<file path="config.mk">
export PLATFORM = sky130hd
export DESIGN_NAME = rr_grant_arbiter
export DESIGN_NICKNAME = d
export VERILOG_FILES = /design/src/rtl/arb_pkg.sv /design/src/rtl/encoder.sv /design/src/rtl/rr_grant_arbiter.sv
export SDC_FILE = /design/constraint.sdc
export NUM_CORES = 1
export LEC_CHECK = 0
export BUFFER_PORTS_ARGS = -buffer_cell sky130_fd_sc_hd__buf_2
export CAP_MARGIN = 20
export CORE_MARGIN = 3
export CORE_UTILIZATION = 35
export CTS_BUF_LIST = sky130_fd_sc_hd__clkbuf_8
export CTS_CLUSTER_SIZE = 10
export DETAILED_ROUTE_END_ITERATION = 10
export GPL_TIMING_DRIVEN = 1
export PLACE_DENSITY_LB_ADDON = 0.15
export REMOVE_ABC_BUFFERS = 1
export SYNTH_ARGS = -nofsm -noshare
export SYNTH_HDL_FRONTEND = slang
export SYNTH_SLANG_ARGS = --single-unit
</file>
<file path="constraint.sdc">
create_clock -name clk -period 4.45 [get_ports clk]
set_input_delay 0.89 -clock clk [delete_from_list [all_inputs] [get_ports clk]]
set_output_delay 0.89 -clock clk [all_outputs]
set_load 0.02 [all_outputs]
</file>
<file path="src/rtl/arb_pkg.sv">
// Shared types and helpers for the round-robin grant arbiter.
// The pick function is written for a fixed maximum width so any N up to ARB_MAX_N can use it.
package arb_pkg;

  typedef enum logic {
    IDLE  = 1'b0,
    GRANT = 1'b1
  } arb_state_e;

  localparam int unsigned ARB_MAX_N   = 64;
  localparam int unsigned ARB_IDX_W   = $clog2(ARB_MAX_N);

  // One-hot winner: first set bit of req at or above ptr, wrapping n-1 -> 0.
  function automatic logic [ARB_MAX_N-1:0] rr_pick(
    input logic [ARB_MAX_N-1:0] req,
    input int unsigned          ptr,
    input int unsigned          n
  );
    logic [ARB_MAX_N-1:0] win;
    logic                 found;
    int unsigned          sum;
    logic [ARB_IDX_W-1:0] idx;
    win   = '0;
    found = 1'b0;
    for (int unsigned i = 0; i < ARB_MAX_N; i++) begin
      if (i < n) begin
        sum = ptr + i;
        if (sum >= n) sum = sum - n;
        idx = ARB_IDX_W'(sum);
        if (!found && req[idx]) begin
          win[idx] = 1'b1;
          found    = 1'b1;
        end
      end
    end
    return win;
  endfunction

endpackage

</file>
<file path="src/rtl/encoder.sv">
// One-hot to binary encoder; output forced to zero while disabled.
// Purely combinational, so the index carries the same latency as its one-hot source.
module encoder #(
  parameter int N = 8,
  parameter int W = $clog2(N)
) (
  input  logic         en,
  input  logic [N-1:0] onehot,
  output logic [W-1:0] idx
);

  // NOTE: every variable written in always_comb gets a default first, so no path can infer a latch.
  always_comb begin
    idx = '0;
    if (en) begin
      for (int i = 0; i < N; i++) begin
        if (onehot[i]) idx = idx | W'(i);
      end
    end
  end

endmodule

</file>
<file path="src/rtl/rr_grant_arbiter.sv">
// Round-robin, lock-on-grant arbiter with hold timeout.
// The owner keeps the grant until done, dropping its request, or MAX_HOLD cycles elapse.
module rr_grant_arbiter
  import arb_pkg::*;
#(
  parameter int N        = 8,
  parameter int W        = $clog2(N),
  parameter int MAX_HOLD = 16
) (
  input  logic         clk,
  input  logic         rst_n,
  input  logic         enable,
  input  logic [N-1:0] req,
  input  logic         done,
  output logic [N-1:0] gnt,
  output logic [W-1:0] gnt_id,
  output logic         gnt_valid,
  output logic         timeout
);

  localparam int HW = $clog2(MAX_HOLD);

  arb_state_e           state, state_nxt;
  logic [N-1:0]         gnt_nxt;
  logic [N-1:0]         winner;
  logic [ARB_MAX_N-1:0] pick_full;
  logic [W-1:0]         rr_ptr, rr_ptr_nxt;
  logic [W-1:0]         win_idx;
  logic [HW-1:0]        hold_cnt, hold_nxt;
  logic                 timeout_nxt;
  logic                 any_req;
  logic                 owner_req;
  logic                 hold_expire;
  logic                 release_now;
  logic                 take_new;

  assign pick_full   = rr_pick(ARB_MAX_N'(req), 32'(rr_ptr), N);
  assign winner      = pick_full[N-1:0];
  assign any_req     = |req;
  assign owner_req   = |(req & gnt);
  assign hold_expire = (hold_cnt == HW'(MAX_HOLD - 1));
  assign release_now = done | ~owner_req | hold_expire;
  assign gnt_valid   = (state == GRANT);

  always_comb begin
    win_idx = '0;
    for (int i = 0; i < N; i++) begin
      if (winner[i]) win_idx = win_idx | W'(i);
    end
  end

  always_comb begin
    state_nxt   = state;
    gnt_nxt     = gnt;
    rr_ptr_nxt  = rr_ptr;
    hold_nxt    = hold_cnt;
    timeout_nxt = 1'b0;
    take_new    = 1'b0;

    if (!enable) begin
      state_nxt = IDLE;
      gnt_nxt   = '0;
      hold_nxt  = '0;
    end else begin
      case (state)
        IDLE: begin
          if (any_req) take_new = 1'b1;
        end
        GRANT: begin
          if (release_now) begin
            // A hold-limit revoke only counts as a timeout if the owner had not already let go.
            timeout_nxt = hold_expire & ~done & owner_req;
            if (any_req) begin
              take_new = 1'b1;
            end else begin
              state_nxt = IDLE;
              gnt_nxt   = '0;
              hold_nxt  = '0;
            end
          end else begin
            hold_nxt = hold_cnt + 1'b1;
          end
        end
        default: begin
          state_nxt = IDLE;
          gnt_nxt   = '0;
          hold_nxt  = '0;
        end
      endcase
    end

    // The search pointer moves just past the winner so it is considered last next time.
    if (take_new) begin
      state_nxt  = GRANT;
      gnt_nxt    = winner;
      hold_nxt   = '0;
      rr_ptr_nxt = (win_idx == W'(N - 1)) ? '0 : win_idx + 1'b1;
    end
  end

  // NOTE: sequential state uses non-blocking assignments so every flop samples pre-edge values.
  always_ff @(posedge clk or negedge rst_n) begin
    if (!rst_n) begin
      state    <= IDLE;
      gnt      <= '0;
      rr_ptr   <= '0;
      hold_cnt <= '0;
      timeout  <= 1'b0;
    end else begin
      state    <= state_nxt;
      gnt      <= gnt_nxt;
      rr_ptr   <= rr_ptr_nxt;
      hold_cnt <= hold_nxt;
      timeout  <= timeout_nxt;
    end
  end

  encoder #(
    .N(N),
    .W(W)
  ) u_encoder (
    .en    (gnt_valid),
    .onehot(gnt),
    .idx   (gnt_id)
  );

endmodule

</file>
# Word-level counts from Yosys, hierarchy flattened
# Index checks and enable logic that the tools add are counted.
dict set report classes {
  bitwise_logic 15
  reduce_logical 26
  n_eq_ne 6
  magnitude_cmp 24
  addsub 17
  mux 92
}
# operator count
set op_table {}
lappend op_table {{two-way mux 8 bit} 13}
lappend op_table {{less-than comparator 6 x 7 -> 1 bit (second input constant)} 8}
lappend op_table {{bitwise OR 8 bit} 7}
lappend op_table {{binary-select mux 1 bit (select 6 bit)} 8}
lappend op_table {{demux 1 bit (select 6 bit)} 8}
lappend op_table {{greater-or-equal comparator 6 x 1 -> 1 bit (second input constant)} 8}
lappend op_table {{two-way mux 6 bit} 8}
lappend op_table {{two-way mux 1 bit} 35}
lappend op_table {{subtractor 4 x 4 -> 5 bit (second input constant)} 7}
lappend op_table {{two-way mux 3 bit} 10}
lappend op_table {{greater-or-equal comparator 4 bit (second input constant)} 7}
lappend op_table {{two-way mux 4 bit} 5}
lappend op_table {{adder 3 x 3 -> 4 bit (second input constant)} 4}
lappend op_table {{OR reduction 8 bit} 2}
lappend op_table {{logical AND 1 bit} 15}
lappend op_table {{adder 3 x 2 -> 4 bit (second input constant)} 2}
lappend op_table {{AND 8 bit} 1}
lappend op_table {{two-way mux 2 bit} 4}
lappend op_table {{logical NOT 1 bit} 7}
lappend op_table {{inequality test 3 x 1 -> 1 bit (second input constant)} 2}
lappend op_table {{subtractor 3 x 4 -> 5 bit (second input constant)} 1}
lappend op_table {{adder 3 x 1 -> 4 bit (second input constant)} 1}
lappend op_table {{adder 4 x 1 -> 4 bit (second input constant)} 1}
lappend op_table {{equality test 4 bit (second input constant)} 1}
lappend op_table {{other kinds (11)} 15}
dict set report totals {
  input_bits 12
  out_inout_bits 13
  elab_cells 185
  regBits 17
}

# Longest topological paths before layout
dict set report depth {
  depth_word 35
  mapped_depth 18
  ltp_nobuf 14
}

# Hierarchy
# Synthesis repeated with hierarchy kept, for this count alone.
dict set report hier_totals {
  cells_unflattened 251
  hier_area_um2 2292.2
}
# mod cells_per_inst n_inst area_per_inst_um2 seq_area_each_um2
set modules_own_cells {}
lappend modules_own_cells {rr_grant_arbiter 248 1 2258.4 425.4}
lappend modules_own_cells {encoder 3 1 33.8 0.0}

# Least setup slack after synthesis
# OpenSTA, ideal clock, no wires.
dict set report synth_path {
  kind {register to register}
  startpoint {register rr_ptr[0]}
  endpoint {register rr_ptr[2]}
  path_slack_ps 347
  period_less_slack_ps 4103
  n_path_buf 2
  stages_incl_launch_ff 17
  arrival_ps 3975
  setup_time_ps 128
  required_ps 4322
  path_cell_list {dfrtp_1 buf_2 inv_2 ha_1 ha_1 clkbuf_1 mux4_1 mux2_2 nand3_1 or3_1 o32ai_1 a211o_1 or2_1 or3_1 ha_1 nor4_1 o31ai_2}
}
dict set report synth_between {
  elab_chain_len 35
  elab_cells_between_ends 133
  cone_classes {16 x add/sub; 24 x order compare; 1 x eq/ne; 63 x mux; 7 x bitwise; 22 x reduce/logical}
}
# item line_no
set synth_lines {}
lappend synth_lines {{from (decl)} rr_grant_arbiter.sv:27} ;# logic [W-1:0] rr_ptr, rr_ptr_nxt;
lappend synth_lines {{from (signal assigned)} rr_grant_arbiter.sv:112} ;# rr_ptr <= rr_ptr_nxt;
lappend synth_lines {{parallel branches: the longest is 25 deep, another holds less-than comparator 6 x 7 -> 1 bit} -}
lappend synth_lines {{two-way mux 8 bit (*)} arb_pkg.sv:30} ;# if (!found && req[idx]) begin
lappend synth_lines {{two-way mux 1 bit} rr_grant_arbiter.sv:48} ;# if (winner[i]) win_idx = win_idx | W'(i);
lappend synth_lines {{two-way mux 2 bit (2 in a row)} rr_grant_arbiter.sv:48}
lappend synth_lines {{two-way mux 3 bit (3 in a row)} rr_grant_arbiter.sv:48}
lappend synth_lines {{two-way mux 3 bit (*)} rr_grant_arbiter.sv:48}
lappend synth_lines {{adder 3 x 1 -> 3 bit or equality test 3 bit (tied branches)} rr_grant_arbiter.sv:97} ;# rr_ptr_nxt = (win_idx == W'(N - 1)) ? '0 : win_idx + 1'b1;
lappend synth_lines {{two-way mux 3 bit (*)} rr_grant_arbiter.sv:97}
# Every way passes the cells marked *. The select of a mux whose other input is x is not followed.
# A chain may end at the register's enable or synchronous reset.

# Final worst setup path
# Same ends and word-level chain as after synthesis.

==> out/metrics.yaml <==
min_period_over_period: 0.925
timing.final.crit_period_ns: 4.11
place_hpwl_mm: 5.21
flops_latches_synth: 17
nets: 302
netlist.top_cell.by_area: "sky130_fd_sc_hd__dfrtp_1"
min_from: "hold_cnt[3]"
ctsHtreeMaxLevel: 1
die_width_um: 89.4
grt_setup_unrepaired: "false"
timing.final.hold_violations: 0
final_util: 0.399
grt_first_pass_wirelength_mm: 11.0
run_status: "completed"
end_kind: "register"
synth.yosys.warnings: 0
fmaxAchievable_ghz: 0.243
num_antenna_cells: 0
crit_path_start_kind: "register"
final.setup.worst_slack_ns: 0.336
drtIter0Drc: 164
fin_skew_ns: 0.00342
commonest_non_fill_non_tap_cell_in_the_layout: "sky130_fd_sc_hd__nand2_1"
netlist_area_sq_um: 2430
die_h_um: 89.4
async_reset_ff_frac: 1.00
cts_setup_buffers: 0
grt_max_degree: 24
arrival_ns: 4.24
post_cts.resized_instances: 0
r2r-start: "rr_ptr[0]"
timing.critical_path.fanout_max: 11
critPathKind: "reg2reg"
clock_tree_from_tritoncts: "built"
io_pins: 25
via_count: 2196
firstDrtPassIters: 4
worst_setup_path_startpoint: "rr_ptr[0]"
clk_transition_reported_paths_ns: 0.06
drtAntennaViolNets: 0
timing_max_transition_violations_final: 0
maximum_root_to_sink_buffer_count: 2
grt_overflow: 0
clkLatencyLatePin_ns: 0.24
synth.yosys.seq_area_share: 0.175
finalSetupViolations: 0
globalplace.congestion: 0.957
p_leak_nw: 1.16
hp-class: "reg2reg"
drt-total-wl_mm: 7.00
area_growth_pct: 6.99
initial_core_util: 0.373
synth_top_area_frac: 0.175
cp_data_required_time_ns: 4.57
row_count: 29
mostFrequentLayoutCells: "sky130_fd_sc_hd__nand2_1, sky130_fd_sc_hd__buf_2, sky130_fd_sc_hd__ha_1, sky130_fd_sc_hd__dfrtp_1, sky130_fd_sc_hd__mux2i_1"
vdd_ir_drop_max_mv: 0.219
port_buffers: 24
powerDensity_nw_per_um2: 886
finalHoldWorstSlack_ns: 0.495
tritoncts.num_buffers: 3
die_area_sq_um: 7990
post-route-drc-count: 0
grt_pass1_vias: 2061
grtUsageTotal: 0.177
timing.setup.tns_ns: 0
synth.top_cells.by_area: "sky130_fd_sc_hd__dfrtp_1, sky130_fd_sc_hd__mux4_2, sky130_fd_sc_hd__ha_1"
synth_cell_type_count: 59
clkSinkCount: 17
avgViaCountPerCell: 6.29
drv.max_cap_violation_count: 0
worst_slew_pin_slew_ns: 0.548
synthCells: 258
hold_buffers: 0
synth_flop_cell: "sky130_fd_sc_hd__dfrtp_1"
core_sq_um: 6530
routedWlPerCell_um: 20.1
clock_root_cell: "sky130_fd_sc_hd__clkbuf_8"
drive_above_1_share: 0.246
preCtsSetupSlack_ns: 0.406
synth-edff-count: 0
post_synth.cell_area_avg_sq_um: 9.43
initial_antenna_violation_count: 0
slew_headroom: 0.627
[metrics by stage]
| step | area, sq um | total power, mW | instances |
|---|---|---|---|
| 2_1_floorplan | 2270 | 1.66 | 235 |
| 3_3_place_gp | 2560 | 2.19 | 345 |
| 3_5_place_dp | 2560 | 2.16 | 345 |
| 4_1_cts | 2600 | 2.28 | 349 |
| 5_1_grt | 2600 | 2.46 | 349 |
| 6_report | 2600 | 2.31 | 349 |
[state kept, by name, summed over array words and instances, names as in the netlist]
signal and flops:
gnt 8, hold_cnt 4, rr_ptr 3, gnt_valid 1
timeout 1
[worst max-delay path: stages, from the launching register on]
cell and delay, ns:
sky130_fd_sc_hd__dfrtp_1 0.35, sky130_fd_sc_hd__inv_2 0.05, sky130_fd_sc_hd__ha_1 0.37, sky130_fd_sc_hd__ha_1 0.60
sky130_fd_sc_hd__mux4_1 0.34, sky130_fd_sc_hd__mux2_2 0.29, sky130_fd_sc_hd__nand3_1 0.20, sky130_fd_sc_hd__nor3_1 0.07
sky130_fd_sc_hd__a21o_1 0.24, sky130_fd_sc_hd__a222oi_1 0.24, sky130_fd_sc_hd__nand2_1 0.19, sky130_fd_sc_hd__or3_1 0.40
sky130_fd_sc_hd__ha_1 0.22, sky130_fd_sc_hd__nor4_1 0.33, sky130_fd_sc_hd__o31ai_2 0.10
[cells in the mapped netlist (5+ instances only)]
cell type / count
sky130_fd_sc_hd__a21o_1: 5
sky130_fd_sc_hd__a22o_1: 6
sky130_fd_sc_hd__a22oi_1: 7
sky130_fd_sc_hd__buf_2: 5
sky130_fd_sc_hd__clkbuf_1: 11
sky130_fd_sc_hd__dfrtp_1: 17
sky130_fd_sc_hd__ha_1: 17
sky130_fd_sc_hd__inv_1: 8
sky130_fd_sc_hd__mux2i_1: 16
sky130_fd_sc_hd__mux4_2: 12
sky130_fd_sc_hd__nand2_1: 30
sky130_fd_sc_hd__nand3_1: 10
sky130_fd_sc_hd__nand4_1: 6
sky130_fd_sc_hd__nor2_1: 12
sky130_fd_sc_hd__nor4_1: 8
sky130_fd_sc_hd__o21ai_0: 14
[final cells by class]
cell class,instances,area [sq um]
fill,653,3930
multi-input combinational,209,1820
sequential,17,425
timing repair buffer,33,188
tap,77,96.3
clock buffer,3,41.3
inverter,9,33.8
clock inverter,1,3.75
[power breakdown]
part           switching [mW]  internal (mW)
logic                    1.15          0.803
registers              0.0489          0.199
clock network          0.0472         0.0610
[routing by layer]
metal,share of wire,GRT usage,vias to the layer above
li1,-,-,1032
met1,0.45,0.259,1079
met2,0.48,0.290,81
met3,0.054,0.0230,4
met4,0.0074,0.0149,0
met5,0,0,-
[cell families (layout without fill, tap and decap cells)]
group / Yosys count / after routing / synth area share
buffers and inverters: 32 / 46 / 0.0792
AND/OR/NAND/NOR: 91 / 91 / 0.195
multiplexers: 37 / 37 / 0.246
adder cells (fa/ha/maj): 17 / 17 / 0.0874
flip-flops: 17 / 17 / 0.175
AO/OA/AOI/OAI: 64 / 64 / 0.217
[worst paths after layout]
check | slack, ns | depth (start not counted) | endpoint
min in group asynchronous | 0.55 | 1 | hold_cnt[0]
max | 0.34 | 14 | rr_ptr[2]
min | 0.50 | 1 | hold_cnt[3]
max reg2reg | 0.34 | 14 | rr_ptr[2]
min reg2reg | 0.50 | 1 | hold_cnt[3]
max in group asynchronous | 3.62 | 1 | gnt[4]
Power figures use the tool's default switching activity.
